==> src/rtl/systolic_ctrl.sv <==
// Sequencing controller for the NxN systolic matmul: job FSM, m0 row-advance and
// PE-init pulses, and per-lane m2 writeback strobes/offsets with completion pulse.
module systolic_ctrl #(
  parameter int unsigned D_W = 8,
  parameter int unsigned N   = 5,
  parameter int unsigned M   = 5,
  localparam int unsigned WORDS = M * M / N,
  localparam int unsigned AW    = (WORDS <= 2) ? 1 : $clog2(WORDS),
  localparam int unsigned CW    = $clog2(M)
) (
  input  logic            clk,
  input  logic            rst,
  input  logic            start,
  input  logic [CW-1:0]   column_m0,
  input  logic [N-1:0]    valid_m2,
  output logic            busy,
  output logic            done,
  output logic            rd_en,
  output logic            enable_row_count_m0,
  output logic            init_pe,
  output logic [N-1:0]    wr_en,
  output logic [N*AW-1:0] wr_addr,
  output logic            overflow
);

  localparam int unsigned P  = M / N;
  localparam int unsigned PW = (P < 2) ? 1 : $clog2(P + 1);

  localparam logic [AW:0]   FULL     = (AW+1)'(WORDS);
  localparam logic [CW-1:0] COL_ROW  = CW'(M - 2);
  localparam logic [CW-1:0] COL_LAST = CW'(M - 1);
  localparam logic [PW-1:0] P_MAX    = PW'(P);
  localparam logic [PW-1:0] P_ONE    = PW'(1);

  if ((M % N) != 0 || D_W == 0) begin : g_bad_params
    $error("systolic_ctrl: M must be a non-zero multiple of N and D_W non-zero");
  end

  typedef enum logic [1:0] {
    ST_IDLE,
    ST_RUN,
    ST_DONE
  } state_t;

  state_t        state;
  logic [AW:0]   count     [N];
  logic [AW:0]   count_nxt [N];
  logic [PW-1:0] patch;
  logic [N-1:0]  accept;
  logic          ovf_hit;
  logic          all_full_nxt;
  logic          in_run;

  assign in_run = (state == ST_RUN);

  // Per-lane accept/overflow decode and the post-edge "all lanes full" look-ahead.
  always_comb begin
    accept       = '0;
    wr_addr      = '0;
    ovf_hit      = 1'b0;
    all_full_nxt = 1'b1;
    for (int x = 0; x < N; x++) begin
      count_nxt[x] = count[x];
      accept[x]    = in_run && valid_m2[x] && (count[x] != FULL);
      if (in_run && valid_m2[x] && (count[x] == FULL)) begin
        ovf_hit = 1'b1;
      end
      wr_addr[x*AW +: AW] = count[x][AW-1:0];
      count_nxt[x] = count[x] + (AW+1)'(accept[x]);
      if (count_nxt[x] != FULL) begin
        all_full_nxt = 1'b0;
      end
    end
  end

  assign wr_en = accept;

  // Job FSM with registered strobes; the row-advance pulse self-clears after one cycle.
  always_ff @(posedge clk) begin
    if (rst) begin
      state               <= ST_IDLE;
      busy                <= 1'b0;
      done                <= 1'b0;
      rd_en               <= 1'b0;
      enable_row_count_m0 <= 1'b0;
      init_pe             <= 1'b0;
      overflow            <= 1'b0;
      patch               <= P_ONE;
      count               <= '{default: '0};
    end else begin
      done                <= 1'b0;
      enable_row_count_m0 <= 1'b0;
      init_pe             <= 1'b0;
      case (state)
        ST_IDLE: begin
          if (start) begin
            state    <= ST_RUN;
            busy     <= 1'b1;
            rd_en    <= 1'b1;
            overflow <= 1'b0;
            patch    <= P_ONE;
            count    <= '{default: '0};
          end
        end
        ST_RUN: begin
          count   <= count_nxt;
          init_pe <= (column_m0 == COL_LAST);
          if (ovf_hit) begin
            overflow <= 1'b1;
          end
          if ((column_m0 == COL_ROW) && !enable_row_count_m0) begin
            if (patch == P_MAX) begin
              enable_row_count_m0 <= 1'b1;
              patch               <= P_ONE;
            end else begin
              patch <= patch + P_ONE;
            end
          end
          if (all_full_nxt) begin
            state <= ST_DONE;
            done  <= 1'b1;
            rd_en <= 1'b0;
          end
        end
        ST_DONE: begin
          state <= ST_IDLE;
          busy  <= 1'b0;
        end
        default: begin
          state <= ST_IDLE;
          busy  <= 1'b0;
          rd_en <= 1'b0;
        end
      endcase
    end
  end

endmodule

==> config.mk <==
export PLATFORM = sky130hd
export DESIGN_NAME = systolic_ctrl
export DESIGN_NICKNAME = d
export VERILOG_FILES = /design/src/rtl/systolic_ctrl.sv
export SDC_FILE = /design/constraint.sdc
export NUM_CORES = 1
export LEC_CHECK = 0
export CAP_MARGIN = 20
export CORE_AREA = 2 2 57 70
export CTS_CLUSTER_DIAMETER = 30
export DETAILED_ROUTE_END_ITERATION = 10
export DIE_AREA = 0 0 59 72
export PLACE_DENSITY = 0.73
export REMOVE_ABC_BUFFERS = 1
export SLEW_MARGIN = 20
export SYNTH_ARGS = -nofsm -noshare
export SYNTH_HDL_FRONTEND = slang
export SYNTH_SLANG_ARGS = --single-unit
==> constraint.sdc <==
create_clock -name clk -period 2.4 [get_ports clk]
set_clock_uncertainty 0.05 [all_clocks]
set_input_delay 0.24 -clock clk [delete_from_list [all_inputs] [get_ports clk]]
set_output_delay 0.24 -clock clk [all_outputs]
set_load 0.03 [all_outputs]
Word level (Yosys, flattened, before mapping)
Cells that the tools add are included.
{ "totals": {"ff_bits": 29, "inputBits": 11, "out_inout_bits": 26, "word_cells": 99} }
{ "op_classes": {"addsub": 6, "eq_ne": 23, "n_mux": 27, "n_bitwise": 3, "reduce_logical": 27} }
{ "ops": {"columns": ["operator", "n"], "rows": [
  ["4-bit by 3-bit inequality test with 1-bit output, second input constant", 10],
  ["20-bit one-hot mux with 2 select lines", 1],
  ["4-bit by 1-bit adder with 4-bit output", 5],
  ["4-bit by 3-bit equality test with 1-bit output, second input constant", 5],
  ["20-bit 2-to-1 mux", 1],
  ["1-bit 2-to-1 mux", 18],
  ["1-bit logical AND", 16],
  ["3-bit AND reduction", 3],
  ["2-bit inequality test, second input constant", 3],
  ["1-bit one-hot mux with 2 select lines", 3],
  ["2-bit AND reduction", 3],
  ["2-bit 2-to-1 mux", 2],
  ["2-bit one-hot mux with 2 select lines", 1],
  ["3-bit by 2-bit equality test with 1-bit output, second input constant", 1],
  ["3-bit equality test, second input constant", 1],
  ["1-bit NOT", 3],
  ["1-bit one-hot mux with 3 select lines", 1],
  ["3-bit OR reduction", 1],
  ["2-bit by 1-bit equality test with 1-bit output, second input constant", 1],
  ["2-bit equality test, second input constant", 1],
  ["2-bit logical NOT", 1],
  ["2-bit by 1-bit inequality test with 1-bit output, second input constant", 1],
  ["2-bit nonzero test", 1],
  ["2-bit OR reduction", 1],
  ["2 further kinds", 2]
]} }

Logic depth before layout (Yosys ltp)
{ "logic_depth": {"word_depth": 12, "mapped_depth": 11, "mapped_depth_nobuf": 10} }

Worst setup path before layout
Ideal clock, no wire load.
{ "synth_timing": {"path_type": "register to register", "start": "register state[0]", "end": "register rd_en", "setup_time_ns": 0.131, "arrival_ns": 2.513, "required_time_ns": 2.219, "path_slack_ns": -0.294, "path_stages_with_launch": 12, "n_path_buf": 1, "period_less_slack_ns": 2.694, "path_cell_list": "dfxtp_1 > buf_4 > nor2b_2 > nand2_1 > nor2_1 > ha_1 > ha_1 > nand2b_1 > nor4_1 > nand3_1 > nor4_2 > nor3_1"} }
{ "synth_between": {"elab_chain_len": 12, "word_cells_on_any_way": 33, "cone_classes": "add/sub (5); eq/ne (9); mux (6); bitwise (1); reduce/logical (12)"} }
{ "synth_rtl": {"columns": ["item", "line", "text"], "rows": [
  ["start, declared", "45", "state_t state;"],
  ["start signal, assigned", "81", "state <= ST_IDLE;"],
  ["start signal, assigned", "97", "state <= ST_RUN;"],
  ["start signal, assigned", "120", "state <= ST_DONE;"],
  ["2-bit by 1-bit equality test with 1-bit output", "54", "assign in_run = (state == ST_RUN);"],
  ["1-bit logical AND (2 in series)", "64", "accept[x] = in_run && valid_m2[x] && (count[x] != FULL);"],
  ["via wr_en[0]", "21", "output logic [N-1:0] wr_en,"],
  ["4-bit by 1-bit adder with 4-bit output", "69", "count_nxt[x] = count[x] + (AW+1)'(accept[x]);"],
  ["4-bit by 3-bit inequality test with 1-bit output", "70", "if (count_nxt[x] != FULL) begin"],
  ["1-bit 2-to-1 mux (5 in series)", "70", null],
  ["2-bit inequality test (no line)", null, null],
  ["3-bit AND reduction (no line)", null, null],
  ["end signal, assigned", "84", "rd_en <= 1'b0;"],
  ["end signal, assigned", "99", "rd_en <= 1'b1;"],
  ["end signal, assigned", "122", "rd_en <= 1'b0;"],
  ["end, declared", "18", "output logic rd_en,"]
]} }
The timed path passes the listed nets, and every way through them passes these cells.
A chain may end at the register's enable or synchronous reset.

Final worst setup path
{ "layout_timing": {"start": "register count (netlist bit wr_addr[0])", "end": "register state[0]"} }
{ "layout_between": {"elab_chain_len": 11} }
{ "layout_rtl": {"columns": ["item", "line", "text"], "rows": [
  ["start, declared", "46", "logic [AW:0] count [N];"],
  ["start signal, assigned", "106", "count <= count_nxt;"],
  ["4-bit by 3-bit inequality test with 1-bit output", "64", null],
  ["1-bit logical AND", "64", null],
  ["4-bit by 1-bit adder with 4-bit output (*)", "69", null],
  ["4-bit by 3-bit inequality test with 1-bit output (*)", "70", null],
  ["1-bit 2-to-1 mux (*) (5 in series)", "70", null],
  ["2-bit inequality test (no line) (*)", null, null],
  ["2-bit AND reduction (no line) (*)", null, null]
]} }
Mark *: on every way between the ends. The rest lies on a longest branch, timed or not.

==> results.json <==
{
  "min_to": "enable_row_count_m0",
  "clockRootBuffer": "clkbuf_8",
  "core_um2": 3540,
  "end_kind": "register",
  "grt_pass1_vias": 1384,
  "worst_slew_pin_slew_ns": 0.705,
  "layout_common_cells": "35 x clkdlybuf4s50_1, 32 x buf_4, 24 x dfxtp_1, 13 x nand2_1, 12 x nor2_1",
  "grt_pass1_wl_um": 6580,
  "cts_hold_buf": 0,
  "antenna_found_initial": 0,
  "wl_met2_um": 2360,
  "worst_slack_ns": -0.0608,
  "finalCritPeriodShare": 1.03,
  "synth_edf_count": 0,
  "drv_cap": 0,
  "initial_core_util": 0.431,
  "grt_usage": 0.203,
  "clk_latency_ns": 0.28,
  "portBuffers": 36,
  "syn_area_per_cell_um2": 9.15,
  "dieHeight_um": 72,
  "cts_tree": "done",
  "status": "complete, but fails checks",
  "die-area_um2": 4250,
  "grt-ovfl-total": 0,
  "wl_met1_um": 1680,
  "die_w_um": 59,
  "ys_async_sr_fraction": 0,
  "fin_crit_ns": 2.46,
  "hold_viol_final": 0,
  "topRoutingLayerUsed": "met4",
  "whs_ns": 0.374,
  "grt_max_degree": 17,
  "power.density_nw_per_um2": 412,
  "clk_path_buf_depth": 2,
  "synth_area_leaders": "dfxtp_1 37%, ha_1 8.2%, buf_4 7.9%",
  "setup-violations-final": 2,
  "worst_setup_path_start_kind": "register",
  "finalMaxSlewViolations": 0,
  "gp_congestion": 0.958,
  "reg2reg_to": "state[0]",
  "cts_max_level": 1,
  "synthCells": 167,
  "clock.fmax_mhz": 406,
  "ys.flop_type": "dfxtp_1",
  "netlist-cell-type-count": 33,
  "routed_wl_um": 4260,
  "reg2reg_from": "wr_addr[0]",
  "crit_arrival_ns": 2.57,
  "numCtsBuffers": 3,
  "drt-initial-drc-count": 72,
  "viasPerCell": 5.50,
  "synth_seq_cells": 28,
  "io_pins": 37,
  "violations": "setup timing",
  "routedWlPerCell_um": 16.7,
  "synth_top_cell_area_share": 0.367,
  "hpwl_um": 2980,
  "vias": 1408,
  "grt_setup_unrepaired": "yes",
  "ys_warn_count": 0,
  "ant_nets": 0,
  "p_leak_nw": 0.890,
  "first_pass_iters": 4,
  "yosys.area.top_type": "dfxtp_1",
  "crit_type": "register to register",
  "hold_start": "enable_row_count_m0",
  "reg2reg_slack_ns": -0.06,
  "wl_met3_um": 144,
  "hold_depth": 1,
  "clk_pin_slew_worst_paths_ns": 0.10,
  "drive_above_1_share": 0.295,
  "vdd_drop_max_mv": 0.361,
  "r2r_cells": 9,
  "area_growth_pct": 45.0,
  "rows": 24,
  "hold_class": "register to register",
  "relSlewSlack": 0.528,
  "diodes": 0,
  "synth_area_um2": 1530,
  "final_common_cell": "clkdlybuf4s50_1",
  "place_ws_ns": -0.182,
  "crit_fanout": 2,
  "fin_nets": 239,
  "fillers": 291,
  "cts.sinks": 28,
  "critPathRequiredTime_ns": 2.51,
  "drc_errors": 0,
  "yosysSeqAreaShare": 0.367
}
per-layer routing:
layer  track usage  up-vias
li1              -      687
met1         0.242      675
met2         0.357       39
met3        0.0285        7
met4        0.0884        0
met5             0        -
how the worst max path moves through the flow:
stage	slack [ns]	start	endpoint	depth (start not counted)
2_1_floorplan	-0.47	wr_addr[8]	rd_en	8
3_3_place_gp	-0.08	wr_addr[7]	rd_en	8
3_5_place_dp	-0.18	wr_addr[8]	state[0]	9
4_1_cts	-0.008	count[3]	state[0]	9
5_1_grt	-0.21	wr_addr[14]	state[0]	9
6_report	-0.06	wr_addr[0]	state[0]	9
flip-flops by register name (all words and copies together) (netlist names):
| name | cells |
|---|---|
| done | 1 |
| wr_addr | 15 |
| busy | 1 |
| enable_row_count_m0 | 1 |
| init_pe | 1 |
| overflow | 1 |
| rd_en | 1 |
| state | 2 |
| count | 5 |
worst max-delay path, cell delays in order, from the launching register on:
cell	delay (ns)
dfxtp_1	0.37
nor4bb_4	0.31
nor2_1	0.11
ha_1	0.23
ha_1	0.31
nand2b_1	0.17
nor4_2	0.26
nand3_1	0.14
nor4_2	0.29
nor4_1	0.10
per-stage QoR:
step                utilization  area [um^2]  total power (W)  setup TNS [ns]  std cells
CTS                       0.590         2090         0.000906        -0.00773        252
detailed placement        0.564         2000         0.000613          -0.482        248
global route              0.625         2220         0.000942          -0.471        256
finish                    0.625         2220         0.000912         -0.0873        256
floorplan                     -         1380         0.000544           -1.61        145
global placement          0.564         2000         0.000610          -0.212        248
synthesized netlist by cell type, types with 2 or more instances:
cell type and count:
nor4bb_1 2, nor3_1 3, nand3_1 6, nor4_1 6, a21oi_1 2, nor4_2 2
buf_2 4, buf_4 16, dfxtp_1 28, a22oi_1 4, ha_1 10, or4bb_1 2
nand2_1 13, inv_1 5, mux2_2 4, and3_1 5, clkbuf_1 2, a22o_1 10
xor2_1 5, o21ai_0 7, nor2_1 13, nor3b_1 2, nand2b_1 2, xnor2_1 5
cells by family (layout without fill, tap and decap cells):
group,after synthesis,count (layout),synth area share
xor+xnor,10,10,0.0573
flops,28,28,0.367
compound gates,25,25,0.116
mux,4,4,0.0295
fa+ha+maj,10,10,0.0819
simple gates,63,63,0.239
buf+inv,27,77,0.109
cell type report:
type	instances	area, um^2	share of cell area
inverter	5	18.8	0.00847
tap	39	48.8	0.0220
multi-input combinational	112	925	0.417
clock buffer	4	55.1	0.0248
timing repair buffer	68	603	0.272
sequential	28	566	0.255
power by group:
part	internal, W	leakage (nW)	switching [W]	total, W
Combinational	0.0000680	0.632	0.0000716	0.000140
Clock	0.000147	0.0288	0.000150	0.000297
Sequential	0.000472	0.228	0.00000425	0.000476
Total	0.000687	0.890	0.000226	0.000912
repair_timing:
item                       in CTS  in global routing
pin swaps                       7                 14
cloned                          0                  0
resized for setup               8                 18
setup endpoints to repair       4                  5
setup buffers                   0                  4
Note: power is estimated with default switching activity, not from simulation.
